## config.mk

```make
export PLATFORM = sky130hd
export DESIGN_NAME = div47_reconstruct_seq
export DESIGN_NICKNAME = d
export VERILOG_FILES = /design/src/rtl/div47_reconstruct_seq_pkg.sv /design/src/rtl/div47_reconstruct_seq_mul47_digit.sv /design/src/rtl/div47_reconstruct_seq.sv
export SDC_FILE = /design/constraint.sdc
export NUM_CORES = 1
export LEC_CHECK = 0
export BUFFER_PORTS_ARGS = -buffer_cell sky130_fd_sc_hd__clkbuf_2
export CAP_MARGIN = 10
export CORE_MARGIN = 5
export CORE_UTILIZATION = 29
export DETAILED_ROUTE_END_ITERATION = 12
export PLACE_DENSITY_LB_ADDON = 0.2
export SETUP_SLACK_MARGIN = 0.05
export SYNTH_ARGS = -nofsm -noshare
export SYNTH_HDL_FRONTEND = slang
export SYNTH_SLANG_ARGS = --single-unit
```

## constraint.sdc

```tcl
create_clock -name clk -period 4.3 [get_ports clk]
set_input_delay 1.29 -clock clk [delete_from_list [all_inputs] [get_ports clk]]
set_output_delay 1.29 -clock clk [all_outputs]
set_load 0.005 [all_outputs]
```

## src/rtl/div47_reconstruct_seq_pkg.sv

```systemverilog
// div47_pkg: shared widths, FSM state type and the remainder range check
// for the divide-by-47 reconstruction datapath.
//   N_BITS   - dividend width
//   DIVISOR  - constant multiplier (47)
//   Q_BITS   - quotient width
//   R_BITS   - remainder width
//   DIGIT    - quotient bits consumed per clock
//   N_DIGITS - digits per quotient (q is zero-extended to N_BITS)
package div47_pkg;

    localparam int unsigned N_BITS   = 60;
    localparam int unsigned DIVISOR  = 47;
    localparam int unsigned Q_BITS   = 55;
    localparam int unsigned R_BITS   = 6;
    localparam int unsigned DIGIT    = 6;
    localparam int unsigned N_DIGITS = (N_BITS + DIGIT - 1) / DIGIT;

    typedef enum logic [1:0] {
        IDLE = 2'd0,
        RUN  = 2'd1,
        DONE = 2'd2
    } state_t;

    // True when r is a legal remainder for the divisor.
    function automatic logic rem_ok(input logic [R_BITS-1:0] r);
        return r < R_BITS'(DIVISOR);
    endfunction

endpackage

```

## src/rtl/div47_reconstruct_seq_mul47_digit.sv

```systemverilog
// mul47_digit: combinational multiply of one 6-bit quotient digit by 47.
//   d - quotient digit
//   p - d*47, built as (d<<5)+(d<<3)+(d<<2)+(d<<1)+d
module mul47_digit (
    input  logic [5:0]  d,
    output logic [11:0] p
);

    logic [11:0] dx;

    assign dx = {6'b0, d};
    assign p  = (dx << 5) + (dx << 3) + (dx << 2) + (dx << 1) + dx;

endmodule

```

## src/rtl/div47_reconstruct_seq.sv

```systemverilog
// div47_reconstruct_seq: rebuilds x = q*47 + r one quotient digit per clock,
// most significant digit first (Horner: acc = acc*64 + d*47).
//   clk, rst   - clock, synchronous active-high reset
//   in_valid   - q/r presented
//   in_ready   - block can accept this cycle
//   in_q       - quotient (55 bits)
//   in_r       - remainder (6 bits)
//   out_valid  - result held
//   out_ready  - consumer takes result
//   out_x      - reconstructed dividend, low 60 bits
//   out_ovf    - q*47+r >= 2^60
//   out_err    - in_r >= 47
module div47_reconstruct_seq
    import div47_pkg::*;
(
    input  logic                clk,
    input  logic                rst,
    input  logic                in_valid,
    output logic                in_ready,
    input  logic [Q_BITS-1:0]   in_q,
    input  logic [R_BITS-1:0]   in_r,
    output logic                out_valid,
    input  logic                out_ready,
    output logic [N_BITS-1:0]   out_x,
    output logic                out_ovf,
    output logic                out_err
);

    typedef logic [N_BITS:0] sum_t;

    state_t              state, state_nxt;
    logic [N_BITS-1:0]   shreg;
    logic [N_BITS-1:0]   acc;
    logic [3:0]          cnt;
    logic [R_BITS-1:0]   r_q;
    logic                ovf;
    logic                err;

    logic                accept;
    logic                step;
    logic                last;
    logic [DIGIT-1:0]    d;
    logic [11:0]         prod;
    logic                lost;
    sum_t                sum;

    assign d = shreg[N_BITS-1 -: DIGIT];

    mul47_digit u_mul47 (
        .d (d),
        .p (prod)
    );

    // One Horner step. The top digit of acc falls off on the shift; any set
    // bit there, or a carry out of the add, means the true value needs more
    // than N_BITS bits. The remainder joins the final add only.
    always_comb begin
        lost = |acc[N_BITS-1 -: DIGIT];
        sum  = sum_t'({acc[N_BITS-DIGIT-1:0], {DIGIT{1'b0}}})
             + sum_t'(prod)
             + (last ? sum_t'(r_q) : '0);
    end

    always_ff @(posedge clk) begin
        if (rst) begin
            state <= IDLE;
        end else begin
            state <= state_nxt;
        end
    end

    always_comb begin
        in_ready  = (state == IDLE) | ((state == DONE) & out_ready);
        out_valid = (state == DONE);
        accept    = in_valid & in_ready;
        step      = (state == RUN);
        last      = step & (cnt == 4'(N_DIGITS - 1));
        state_nxt = state;
        case (state)
            IDLE: begin
                if (accept) state_nxt = RUN;
            end
            RUN: begin
                if (last) state_nxt = DONE;
            end
            DONE: begin
                if (out_ready) state_nxt = accept ? RUN : IDLE;
            end
            default: state_nxt = IDLE;
        endcase
    end

    always_ff @(posedge clk) begin
        if (rst) begin
            shreg <= '0;
            acc   <= '0;
            cnt   <= '0;
            r_q   <= '0;
            ovf   <= 1'b0;
            err   <= 1'b0;
        end else if (accept) begin
            shreg <= N_BITS'(in_q);
            acc   <= '0;
            cnt   <= '0;
            r_q   <= in_r;
            ovf   <= 1'b0;
            err   <= ~rem_ok(in_r);
        end else if (step) begin
            acc   <= sum[N_BITS-1:0];
            ovf   <= ovf | lost | sum[N_BITS];
            shreg <= shreg << DIGIT;
            cnt   <= cnt + 4'd1;
        end
    end

    assign out_x   = acc;
    assign out_ovf = ovf;
    assign out_err = err;

endmodule

```

Word-level counts from Yosys, hierarchy flattened
Index checks and enable logic that the tools add are counted.
- input port bits: 65
- flip-flop bits (word level): 134
- eq/ne operators: 6
- add/sub/neg operators: 7
- bitwise gates (word level): 7
- muxes and demuxes: 8
- order comparisons: 1
- reductions and logical operators: 5
- operators with widths (kind ; number):
    $mux W55 ; 2
    $add A60 B12 Y61 ; 1
    $add A61 B6 Y61 ; 1
    $add A11 B9 Y12 ; 1
    $add A12 B6 Y12 ; 1
    $add A12 B7 Y12 ; 1
    $add A12 B8 Y12 ; 1
    $lt A6 B6 Y1 const B ; 1
    $mux W2 ; 3
    $mux W6 ; 1
    $pmux W2 S3 ; 1
    $reduce_or A6 Y1 ; 1
    $add A4 B1 Y4 const B ; 1
    $eq A4 B4 Y1 const B ; 1
    $ne A2 B1 Y1 const B ; 2
    $and A1 B1 Y1 ; 3
    $or A1 B1 Y1 ; 3
    $reduce_and A3 Y1 ; 1
    $eq A2 B1 Y1 const B ; 1
    $eq A2 B2 Y1 const B ; 1
    $logic_not A2 Y1 ; 1
    $ne A2 B2 Y1 const B ; 1
    $reduce_bool A2 Y1 ; 1
    $reduce_or A2 Y1 ; 1
    other kinds (2) ; 2

Longest topological paths before layout
Gate-level depths: netlist of run 1.
- depth in word-level cells: 7
- gate-level depth with buffers: 19
- mapped depth without buffers: 18

Modules after synthesis
Synthesis of run 1 repeated with hierarchy kept, for this count alone.
- cells, all modules: 918
- area, all modules: 7368.3 µm²
- by module, submodules not included (module ; cells each ; area each (µm²) ; instances):
    div47_reconstruct_seq ; 852 ; 6671.4 ; 1
    mul47_digit ; 66 ; 696.9 ; 1

Worst setup path before layout of run 1
OpenSTA, ideal clock, no wires.
- path kind: register to register
- from: register state[1]
- to: register acc[29], in the netlist out_x[29]
- library setup time: 0.132 ns
- stages on the path, launching flop included: 20
- setup slack: -0.284 ns
- required time: 4.168 ns
- data arrival time: 4.452 ns
- period minus slack after synthesis: 4.584 ns
- cells stage by stage: dfxtp_1 nand2b_1 clkbuf_1 clkbuf_1 nor2_1 and2_1 fa_1 fa_1 inv_1 fa_1 inv_1 ha_1 and2b_2 o2111ai_4 a2111oi_4 o311ai_2 buf_6 nor3_1 xnor2_1 a21oi_1
- cells in the longest elaborated chain, start to end: 5
- RTL lines (what ; RTL line ; source):
    start, declared ; div47_reconstruct_seq.sv:31 ; state_t state, state_nxt;
    start signal, assigned ; div47_reconstruct_seq.sv:68 ; state <= state_nxt;
    parallel branches: the longest is 5 deep, another holds $add A61 B6 Y61 ; -- ;
    end signal, assigned ; div47_reconstruct_seq.sv:109 ; acc <= sum[N_BITS-1:0];
    end, declared ; div47_reconstruct_seq.sv:33 ; logic [N_BITS-1:0] acc;
Several ways; the timed one is not identified.
A chain may end at the register's enable or synchronous reset.

Worst setup path in the final report of run 1
- from: register cnt[1]
- to: register acc[37], in the netlist out_x[37]
- cells in the longest elaborated chain, start to end: 4
- RTL lines (what ; RTL line ; source):
    start, declared ; div47_reconstruct_seq.sv:34 ; logic [3:0] cnt;
    start signal, assigned ; div47_reconstruct_seq.sv:112 ; cnt <= cnt + 4'd1;
    $eq A4 B4 Y1 ; div47_reconstruct_seq.sv:77 ; last = step & (cnt == 4'(N_DIGITS - 1));
    $and A1 B1 Y1 ; div47_reconstruct_seq.sv:77 ;
    $mux W6 ; div47_reconstruct_seq.sv:61 ; + (last ? sum_t'(r_q) : '0);
    $add A61 B6 Y61 ; div47_reconstruct_seq.sv:61 ;
Every way passes these cells.

==> metrics, run 1 <==
Synth area leaders=dfxtp_1 37%, nand2_1 8.3%, a21oi_1 5.9%, ha_1 5.7%, xnor2_1 5.2%; Initial Utilization=0.291; final net count=1,137; fmax=between 0.2 and 0.25 GHz; VDD IR max=between 0.15 and 0.2 mV; Site Rows=58; # IOs=129; period utilisation layout=1.02; Placer Congestion=0.788; Final Hold Viols=0; first-pass GRT wire length=34,600 um; CP cell instances=inv_2 > ha_4 > nand3b_1 > nor2_4 > and2_4 > fa_1 > fa_1 > inv_1 > fa_1 > inv_2 > ha_4 > and2b_2 > o2111ai_4 > a2111oi_4 > buf_4 > nor3_2 > buf_6 > nor3_2 > xnor2_1 > a21oi_1; Max-Cap Viols=0; Overflow after GRT=0; CTS tree=done; yosys warns=0; DP Wirelength=around 15,000 um; failing checks=negative setup slack; power per cell area=344 nW/um^2; synth unique cells=51; worst reg2reg path depth=20; H-tree levels=4; Die Y=between 150 and 200 um; crit path capture type=flop; crit path max-delay cell type=fa_1; layout cells sized above 1=0.266; Area Growth Syn to Fin=29.5%; Post-Synthesis Cells=around 880; most common cell after layout, fill and taps aside=nand2_1; Arr. time, crit path=around 4.7 ns; Hold Crit Depth=2; vias per cell=4.82; most frequent cells in the layout=160 x nand2_1, 132 x dfxtp_1, 128 x clkbuf_2, 84 x a21oi_1, 62 x nor2_1; post-place setup slack=-0.231 ns; syn avg cell area=8.25 um^2; CP Data Required Time=around 4.6 ns; pin count of the biggest net entering global routing=around 100; min-delay worst type=flop to flop; Startpoint Class=flop; Final setup viols=13; 1st-pass router iterations=4; Remaining DRCs=0; worst slew pin tran=0.985 ns; status=complete, but fails checks; relative slew slack=0.343; RSZ-0062 raised after global routing=yes; clk_lat worst skew=~0.43 ns; Leak Pwr=around 4 nW; largest area contributor in the netlist=dfxtp_1; maximum clock path buffer count=2; Total Wirelength=21,400 um; number of synthesized flops with an enable pin=0; Seq/Total Area, Yosys=0.369; initial antenna violation count=1; vias after detailed routing=6,577; Die W=168 um; all-layer global routing usage=0.150; Initial DRC Count=380; Clock transition at path regs=about 0.06 ns; Slew Limit Fails=0; die area=roughly 28,000 um^2; fraction of registers with async set or reset after synthesis=0; Final ANT Viol Nets=0; Core ar.=25,000 um^2; Main synth FF type=dfxtp_1; setup ws final=-0.0944 ns; clock root cell=clkbuf_16; I/O Buffers=128; CTS Sinks=134; worst setup path class=flop to flop; fin crit period=4.39 ns; Fillers=2,610; Synth Net Count=about 1,000; cts bufs inserted=17; Hold Slack=0.453 ns; vias in the first global route=6,393; CP most frequent cell=fa_1; Mapped Area=7270 um^2; # diodes=0; CP max FO=6; Yosys reg bits=134; top cell type's share of synthesized area=0.369; Clock Skews=0.0119 ns; routed len/inst=roughly 16 um; crit-path max cell delay=0.52 ns
state kept, by name (all words and copies together) (netlist names):
name and count:
r_q 6, state 2, out_err 1, cnt 4
out_x 60, out_ovf 1, shreg 60
Yosys cell counts, types with 7 or more instances:
library cell	instances
a21o_1	7
a21oi_1	86
a22oi_1	7
a311oi_1	42
and2_1	10
clkbuf_1	48
dfxtp_1	134
fa_1	17
ha_1	33
inv_1	40
nand2_1	161
nand3_1	23
nand4_1	14
nor2_1	71
nor3_2	9
o21ai_0	46
xnor2_1	43
xor2_1	15
report_power, final:
part           internal, mW  leakage (nW)  total [mW]  switching (mW)
registers              1.32          1.10        1.39          0.0709
clock network         0.778         0.282        1.44           0.664
logic                 0.161          2.56       0.402           0.241
total                  2.26          3.94        3.23           0.976
layout make-up:
type / instances / area (um^2) / share of cell area
clock buffers: 17 / 425 / 0.0452
flip-flops and latches: 134 / 2690 / 0.285
clock inverters: 15 / 159 / 0.0169
inverters: 40 / 150 / 0.0159
multi-input cells: 648 / 4500 / 0.478
well taps: 330 / 413 / 0.0439
repair buffers: 181 / 1080 / 0.115
worst max-delay path, delay by kind of cell (launching register included):
family                   cells  cell delay (ns)
buffers and inverters        5             0.50
AND/OR/NAND/NOR              6             0.90
AO/OA/AOI/OAI                3             0.64
flip-flops                   1             0.32
XOR/XNOR                     1             0.15
adder cells (fa/ha/maj)      5             1.76
metrics by stage:
| step | utilization | setup TNS [ns] | total power, mW | instances | cell area (um^2) |
|---|---|---|---|---|---|
| after floorplan | - | 0 | 1.65 | 881 | 7300 |
| after global placement | 0.339 | -0.612 | 1.82 | 1323 | 8450 |
| after detailed placement | 0.339 | -2.31 | 1.82 | 1323 | 8450 |
| after CTS | 0.368 | -2.04 | 3.28 | 1361 | 9200 |
| after global routing | 0.377 | -7.87 | 3.39 | 1365 | 9410 |
| final | 0.377 | -0.459 | 3.23 | 1365 | 9410 |
timing repair:
action,4_1_cts,5_1_grt
resized for setup,28,36
hold endpoints to repair,0,0
cloned,2,0
hold buffers,0,0
pin swaps,20,41
setup buffers,4,5
endpoints found under the setup margin,43,48
per-layer routing:
layer / up-vias / GRT usage / share of wire
li1: 3333 / - / -
met1: 3099 / 0.211 / 0.49
met2: 127 / 0.232 / 0.45
met3: 16 / 0.0369 / 0.047
met4: 2 / 0.0381 / 0.0096
met5: - / 0 / 0.00061
final timing paths:
path / from / endpoint / slack (ns)
max: cnt[1]$_SDFFE_PP0N_ / out_x[37]$_SDFFE_PP0N_ / -0.09
min: r_q[4]$_SDFFE_PP0P_ / r_q[4]$_SDFFE_PP0P_ / 0.45
max reg2reg: cnt[1]$_SDFFE_PP0N_ / out_x[37]$_SDFFE_PP0N_ / -0.09
min reg2reg: r_q[4]$_SDFFE_PP0P_ / r_q[4]$_SDFFE_PP0P_ / 0.45
cell families (layout without fill, tap and decap cells):
kind of cell	count (synthesis)	count (layout)	synth area share
simple gates	332	332	0.216
compound gates	208	208	0.187
flops	134	134	0.369
buf+inv	99	253	0.0549
xor+xnor	58	58	0.0699
fa+ha+maj	50	50	0.104
No activity file was read; power rests on OpenSTA's default activity.
==> run 2, diff against run 1 <==
Settings changed: BUFFER_PORTS_ARGS -buffer_cell sky130_fd_sc_hd__clkbuf_2 to unset, DONT_BUFFER_PORTS set to 1.
==> metrics, run 2 (same netlist as run 1, synthesis figures left out) <==
final instance count without filler cells=1,252 (was 1,365); Site Rows=58 (unchanged); Placer Congestion=0.786 (was 0.788); crit path max-delay cell type=fa_1 (unchanged); fin crit period=4.41 ns (was 4.39 ns); min-delay worst type=flop to flop (unchanged); H-tree levels=4 (unchanged); most common cell after layout, fill and taps aside=nand2_1 (unchanged); layout cells sized above 1=0.189 (was 0.266); Die Y=168 um (unchanged); Overflow after GRT=0 (unchanged); pin count of the biggest net entering global routing=99 (unchanged); CP max FO=5 (was 6); worst setup path class=flop to flop (unchanged); vias per cell=5.00 (was 4.82); fmax=0.227 GHz (was 0.228 GHz); I/O Buffers=0 (was 128); clock root cell=clkbuf_16 (unchanged); Startpoint Class=flop (unchanged); vias after detailed routing=6,262 (was 6,577); worst slew pin tran=0.964 ns (was 0.985 ns); family with the most delay on the worst path=adder cells (unchanged); initial antenna violation count=1 (unchanged); post-place setup slack=-0.158 ns (was -0.231 ns); relative slew slack=0.358 (was 0.343); VDD IR max=0.168 mV (was 0.178 mV); Leak Pwr=3.56 nW (was 3.94 nW); Arr. time, crit path=4.70 ns (about the same); cts bufs inserted=17 (unchanged); # IOs=129 (unchanged); period utilisation layout=1.02 (about the same); Die W=168 um (unchanged); Final ANT Viol Nets=0 (unchanged); buffers and inverters on the worst path=5 (unchanged); Final setup viols=19 (was 13); Slew Limit Fails=0 (unchanged); Initial DRC Count=388 (was 380); Clock Skews=0.0118 ns (was 0.0119 ns); CP Data Required Time=4.59 ns (was 4.60 ns); most frequent cells in the layout=160 x nand2_1, 132 x dfxtp_1, 83 x a21oi_1, 59 x nor2_1, 50 x buf_4 (was 160 x nand2_1, 132 x dfxtp_1, 128 x clkbuf_2, 84 x a21oi_1, 62 x nor2_1); Final Hold Viols=0 (unchanged); crit path capture type=flop (unchanged); Remaining DRCs=0 (unchanged); placed inst area=7830 um^2 (was 8450 um^2); RSZ-0062 raised after global routing=yes (unchanged); Final Util=0.363 (was 0.377); Total Wirelength=21,900 um (was 21,400 um); post-route cell area=9050 um^2 (was 9410 um^2); vias in the first global route=6,194 (was 6,393); failing checks=negative setup slack (unchanged); maximum clock path buffer count=2 (unchanged); post-cts hold buffer count=0 (unchanged); # diodes=0 (unchanged); Clock transition at path regs=0.07 ns (was 0.06 ns); first-pass GRT wire length=35,200 um (was 34,600 um); Hold Slack=0.448 ns (was 0.453 ns); crit-path max cell delay=0.54 ns (was 0.52 ns); power per cell area=351 nW/um^2 (was 344 nW/um^2); routed len/inst=17.5 um (was 15.7 um); CTS Sinks=134 (unchanged); DP Wirelength=15,100 um (was 15,000 um); Max-Cap Viols=0 (unchanged); placed instance count=1,194 (was 1,323); all-layer global routing usage=0.154 (was 0.150); setup ws final=-0.107 ns (was -0.0944 ns); final net count=1,024 (was 1,137); Core ar.=25,000 um^2 (unchanged); clk_lat worst skew=0.42 ns (was 0.43 ns); CP cell instances=inv_2 > ha_4 > nand3b_1 > nor2_4 > and2_4 > fa_1 > fa_1 > inv_2 > fa_1 > inv_2 > ha_4 > and2b_2 > o2111ai_4 > a2111oi_4 > o311ai_4 > buf_12 > buf_4 > nor3_4 > xnor2_1 > a21oi_1 (was inv_2 > ha_4 > nand3b_1 > nor2_4 > and2_4 > fa_1 > fa_1 > inv_1 > fa_1 > inv_2 > ha_4 > and2b_2 > o2111ai_4 > a2111oi_4 > buf_4 > nor3_2 > buf_6 > nor3_2 > xnor2_1 > a21oi_1); CTS tree=done (unchanged); Initial Utilization=0.291 (unchanged); die area=28,300 um^2 (unchanged); Area Growth Syn to Fin=24.5% (was 29.5%); 1st-pass router iterations=4 (unchanged); status=complete, but fails checks (unchanged)
run 2: changes by cell type in the layout (fill, tap and decap cells not counted), sizes merged:
cell,previous run,this run
clkbuf,145,17
buf,53,67
nor3,16,17
run 2: layout make-up:
cell class                 instances  area (um^2)
tap                              330          413
multi-input combinational        649         4610
clock inverter                    15          156
inverter                          40          150
sequential                       134         2690
timing repair buffer              67          606
fill                            2610        15900
clock buffer                      17          425
run 2: where the power goes:
part	switching, mW	internal (mW)	leakage [nW]
Combinational	0.209	0.128	2.18
Sequential	0.0788	1.32	1.10
Clock	0.667	0.777	0.281
Total	0.954	2.22	3.56
run 2: worst paths after layout:
kind / start / depth (start not counted) / end / slack (ns)
setup / recovery: cnt[1]$_SDFFE_PP0N_ / 20 / out_x[59]$_SDFFE_PP0N_ / -0.11
hold / removal: r_q[3]$_SDFFE_PP0P_ / 2 / r_q[3]$_SDFFE_PP0P_ / 0.45
setup reg to reg: cnt[1]$_SDFFE_PP0N_ / 20 / out_x[59]$_SDFFE_PP0N_ / -0.11
hold reg to reg: r_q[3]$_SDFFE_PP0P_ / 2 / r_q[3]$_SDFFE_PP0P_ / 0.45
run 2: tightest hold or removal path: cells and delay by family (launching register included):
kind | cells | cell delay [ns]
flip-flops | 1 | 0.30
AND/OR/NAND/NOR | 1 | 0.05
AO/OA/AOI/OAI | 1 | 0.05
run 2: timing repair:
action | in CTS | in global routing
endpoints found under the setup margin | 37 | 49
gates resized for setup | 38 | 53
pin swaps | 54 | 61
endpoints found under the hold margin | 0 | 0
setup buffers | 7 | 19
gates cloned | 2 | 0
run 2: stage by stage:
stage	setup TNS (ns)	power [mW]
2_1_floorplan	0	1.65
3_5_place_dp	-1.98	1.76
4_1_cts	-1.91	3.22
3_3_place_gp	-0.764	1.76
5_1_grt	-9.05	3.34
6_report	-1.30	3.18
run 2: routing by layer:
metal | vias to the layer above | share of wire | track usage
met5 | - | 0.00091 | 0
met4 | 2 | 0.0071 | 0.0356
met3 | 12 | 0.081 | 0.0589
met2 | 135 | 0.46 | 0.244
met1 | 2992 | 0.45 | 0.199
li1 | 3121 | - | -
==> run 3, diff against run 2 <==
Settings changed: CORE_UTILIZATION 29 to 45.
==> metrics, run 3 (same netlist as run 1, synthesis figures left out) <==
Hold Slack=0.452 ns (was 0.448 ns); placed inst area=7620 um^2 (was 7830 um^2); cts bufs inserted=17 (unchanged); Final setup viols=12 (was 19); VDD IR max=0.255 mV (was 0.168 mV); Arr. time, crit path=4.66 ns (was 4.70 ns); Slew Limit Fails=0 (unchanged); Final ANT Viol Nets=0 (unchanged); Initial DRC Count=426 (was 388); Die W=137 um (was 168 um); most common cell after layout, fill and taps aside=nand2_1 (unchanged); area of the multi-input gates=4580 um^2 (was 4610 um^2); Clock Skews=0.0116 ns (was 0.0118 ns); Area Growth Syn to Fin=19.4% (was 24.5%); maximum clock path buffer count=2 (unchanged); pin count of the biggest net entering global routing=68 (was 99); sequential cell area=2690 um^2 (unchanged); Clock transition at path regs=0.06 ns (was 0.07 ns); DP Wirelength=13,400 um (was 15,100 um); post-route cell area=8670 um^2 (was 9050 um^2); hold worst-path end=shreg[15]$_SDFFE_PP0P_ (was r_q[3]$_SDFFE_PP0P_); min-delay src=shreg[15]$_SDFFE_PP0P_ (was r_q[3]$_SDFFE_PP0P_); # diodes=0 (unchanged); Final Hold Viols=0 (unchanged); clk_lat worst skew=0.41 ns (was 0.42 ns); first-pass GRT wire length=30,600 um (was 35,200 um); Core ar.=15,900 um^2 (was 25,000 um^2); Die Y=137 um (was 168 um); reg2reg setup slack=-0.07 ns (was -0.11 ns); total power=3.12 mW (was 3.18 mW); Site Rows=46 (was 58); CP Data Required Time=4.59 ns (about the same); failing checks=negative setup slack (unchanged); vias after detailed routing=6,134 (was 6,262); worst setup path class=flop to flop (unchanged); status=complete, but fails checks (unchanged); H-tree levels=4 (unchanged); vias in the first global route=5,986 (was 6,194); worst reg2reg path depth=20 (unchanged); worst slew pin tran=0.815 ns (was 0.964 ns); power per cell area=359 nW/um^2 (was 351 nW/um^2); layout cells sized above 1=0.168 (was 0.189); RSZ-0062 raised after global routing=yes (unchanged); setup ws final=-0.0747 ns (was -0.107 ns); vias per cell=5.48 (was 5.00); Overflow after GRT=0 (unchanged); CTS tree=done (unchanged); initial antenna violation count=0 (was 1); CTS Sinks=134 (unchanged); Final Util=0.546 (was 0.363); most frequent cells in the layout=160 x nand2_1, 132 x dfxtp_1, 81 x a21oi_1, 58 x nor2_1, 46 x o21ai_0 (was 160 x nand2_1, 132 x dfxtp_1, 83 x a21oi_1, 59 x nor2_1, 50 x buf_4); clock root cell=clkbuf_16 (unchanged); global route hottest layer=met2 (unchanged); relative slew slack=0.456 (was 0.358); met2 Track Usage GR=0.338 (was 0.244); fin crit period=4.37 ns (was 4.41 ns); Total Wirelength=19,300 um (was 21,900 um); Max-Cap Viols=0 (unchanged); worst reg2reg path endpoint=out_x[31]$_SDFFE_PP0N_ (was out_x[59]$_SDFFE_PP0N_); M3 GR Usage=0.0676 (was 0.0589); Startpoint Class=flop (unchanged); all-layer global routing usage=0.205 (was 0.154); Fillers=1,516 (was 2,610); die area=18,800 um^2 (was 28,300 um^2); worst reg2reg startpoint=cnt[1]$_SDFFE_PP0N_ (unchanged); fmax=0.229 GHz (was 0.227 GHz); I/O Buffers=0 (unchanged); Leak Pwr=3.43 nW (was 3.56 nW); CP max FO=7 (was 5); # IOs=129 (unchanged); period utilisation layout=1.02 (about the same); crit path capture type=flop (unchanged); met1 Use GR=0.258 (was 0.199); 1st-pass router iterations=5 (was 4); min-delay worst type=flop to flop (unchanged); routed len/inst=17.2 um (was 17.5 um); final net count=1,006 (was 1,024); Placer Congestion=0.807 (was 0.786); Initial Utilization=0.457 (was 0.291); Hold Crit Depth=2 (unchanged); Remaining DRCs=0 (unchanged)
-- run 3: final cells by class --
class | count | share of cell area
multi-input combinational | 648 | 0.528
sequential | 134 | 0.310
clock buffer | 20 | 0.0515
timing repair buffer | 50 | 0.0486
tap | 216 | 0.0312
inverter | 40 | 0.0173
clock inverter | 12 | 0.0140
-- run 3: how the worst max path moves through the flow --
stage | start | endpoint | slack [ns] | cells past startpoint
2_1_floorplan | state[1]$_SDFFE_PP0P_ | out_x[39]$_SDFFE_PP0N_ | 0.05 | 19
3_3_place_gp | cnt[1]$_SDFFE_PP0N_ | out_x[41]$_SDFFE_PP0N_ | -0.06 | 19
3_5_place_dp | cnt[1]$_SDFFE_PP0N_ | out_x[41]$_SDFFE_PP0N_ | -0.15 | 19
4_1_cts | cnt[1]$_SDFFE_PP0N_ | out_x[31]$_SDFFE_PP0N_ | -0.11 | 20
5_1_grt | cnt[1]$_SDFFE_PP0N_ | out_x[31]$_SDFFE_PP0N_ | -0.28 | 20
6_report | cnt[1]$_SDFFE_PP0N_ | out_x[31]$_SDFFE_PP0N_ | -0.07 | 20
-- run 3: worst max-delay path: stages (launching register included) --
cell,delay [ns]
dfxtp_2,0.32
inv_2,0.05
ha_4,0.11
nand3b_1,0.13
nor2_4,0.20
and2_4,0.17
fa_1,0.41
fa_1,0.49
inv_1,0.05
fa_1,0.49
inv_2,0.05
ha_4,0.25
and2b_2,0.18
o2111ai_4,0.13
a2111oi_4,0.38
o311ai_2,0.13
buf_4,0.19
buf_6,0.12
nor3_4,0.17
xnor2_1,0.14
a21oi_1,0.09
-- run 3: what timing repair did --
item | CTS | global route
hold buffers | 0 | 0
pin swaps | 45 | 38
setup endpoints to repair | 32 | 47
resized for setup | 47 | 33
setup buffers | 10 | 4
-- run 3: through the flow --
stage / worst slack, ns / TNS, ns / cells
finish: -0.0747 / -0.266 / 1120
global route: -0.277 / -5.78 / 1120
CTS: -0.113 / -0.757 / 1116
detailed placement: -0.152 / -0.967 / 1075
global placement: -0.0641 / -0.233 / 1075
floorplan: 0.0547 / 0 / 881
-- run 3: power by group --
| part | leakage, nW | internal, mW | switching, mW |
|---|---|---|---|
| combinational | 2.07 | 0.124 | 0.203 |
| clock | 0.270 | 0.821 | 0.572 |
| sequential | 1.10 | 1.32 | 0.0769 |
-- run 3: routing by layer --
metal  vias up  routed length, um
met2       178               9320
li1       3074                  -
met1      2871               8200
met3        11               1580
met5         -                  0
met4         0                163
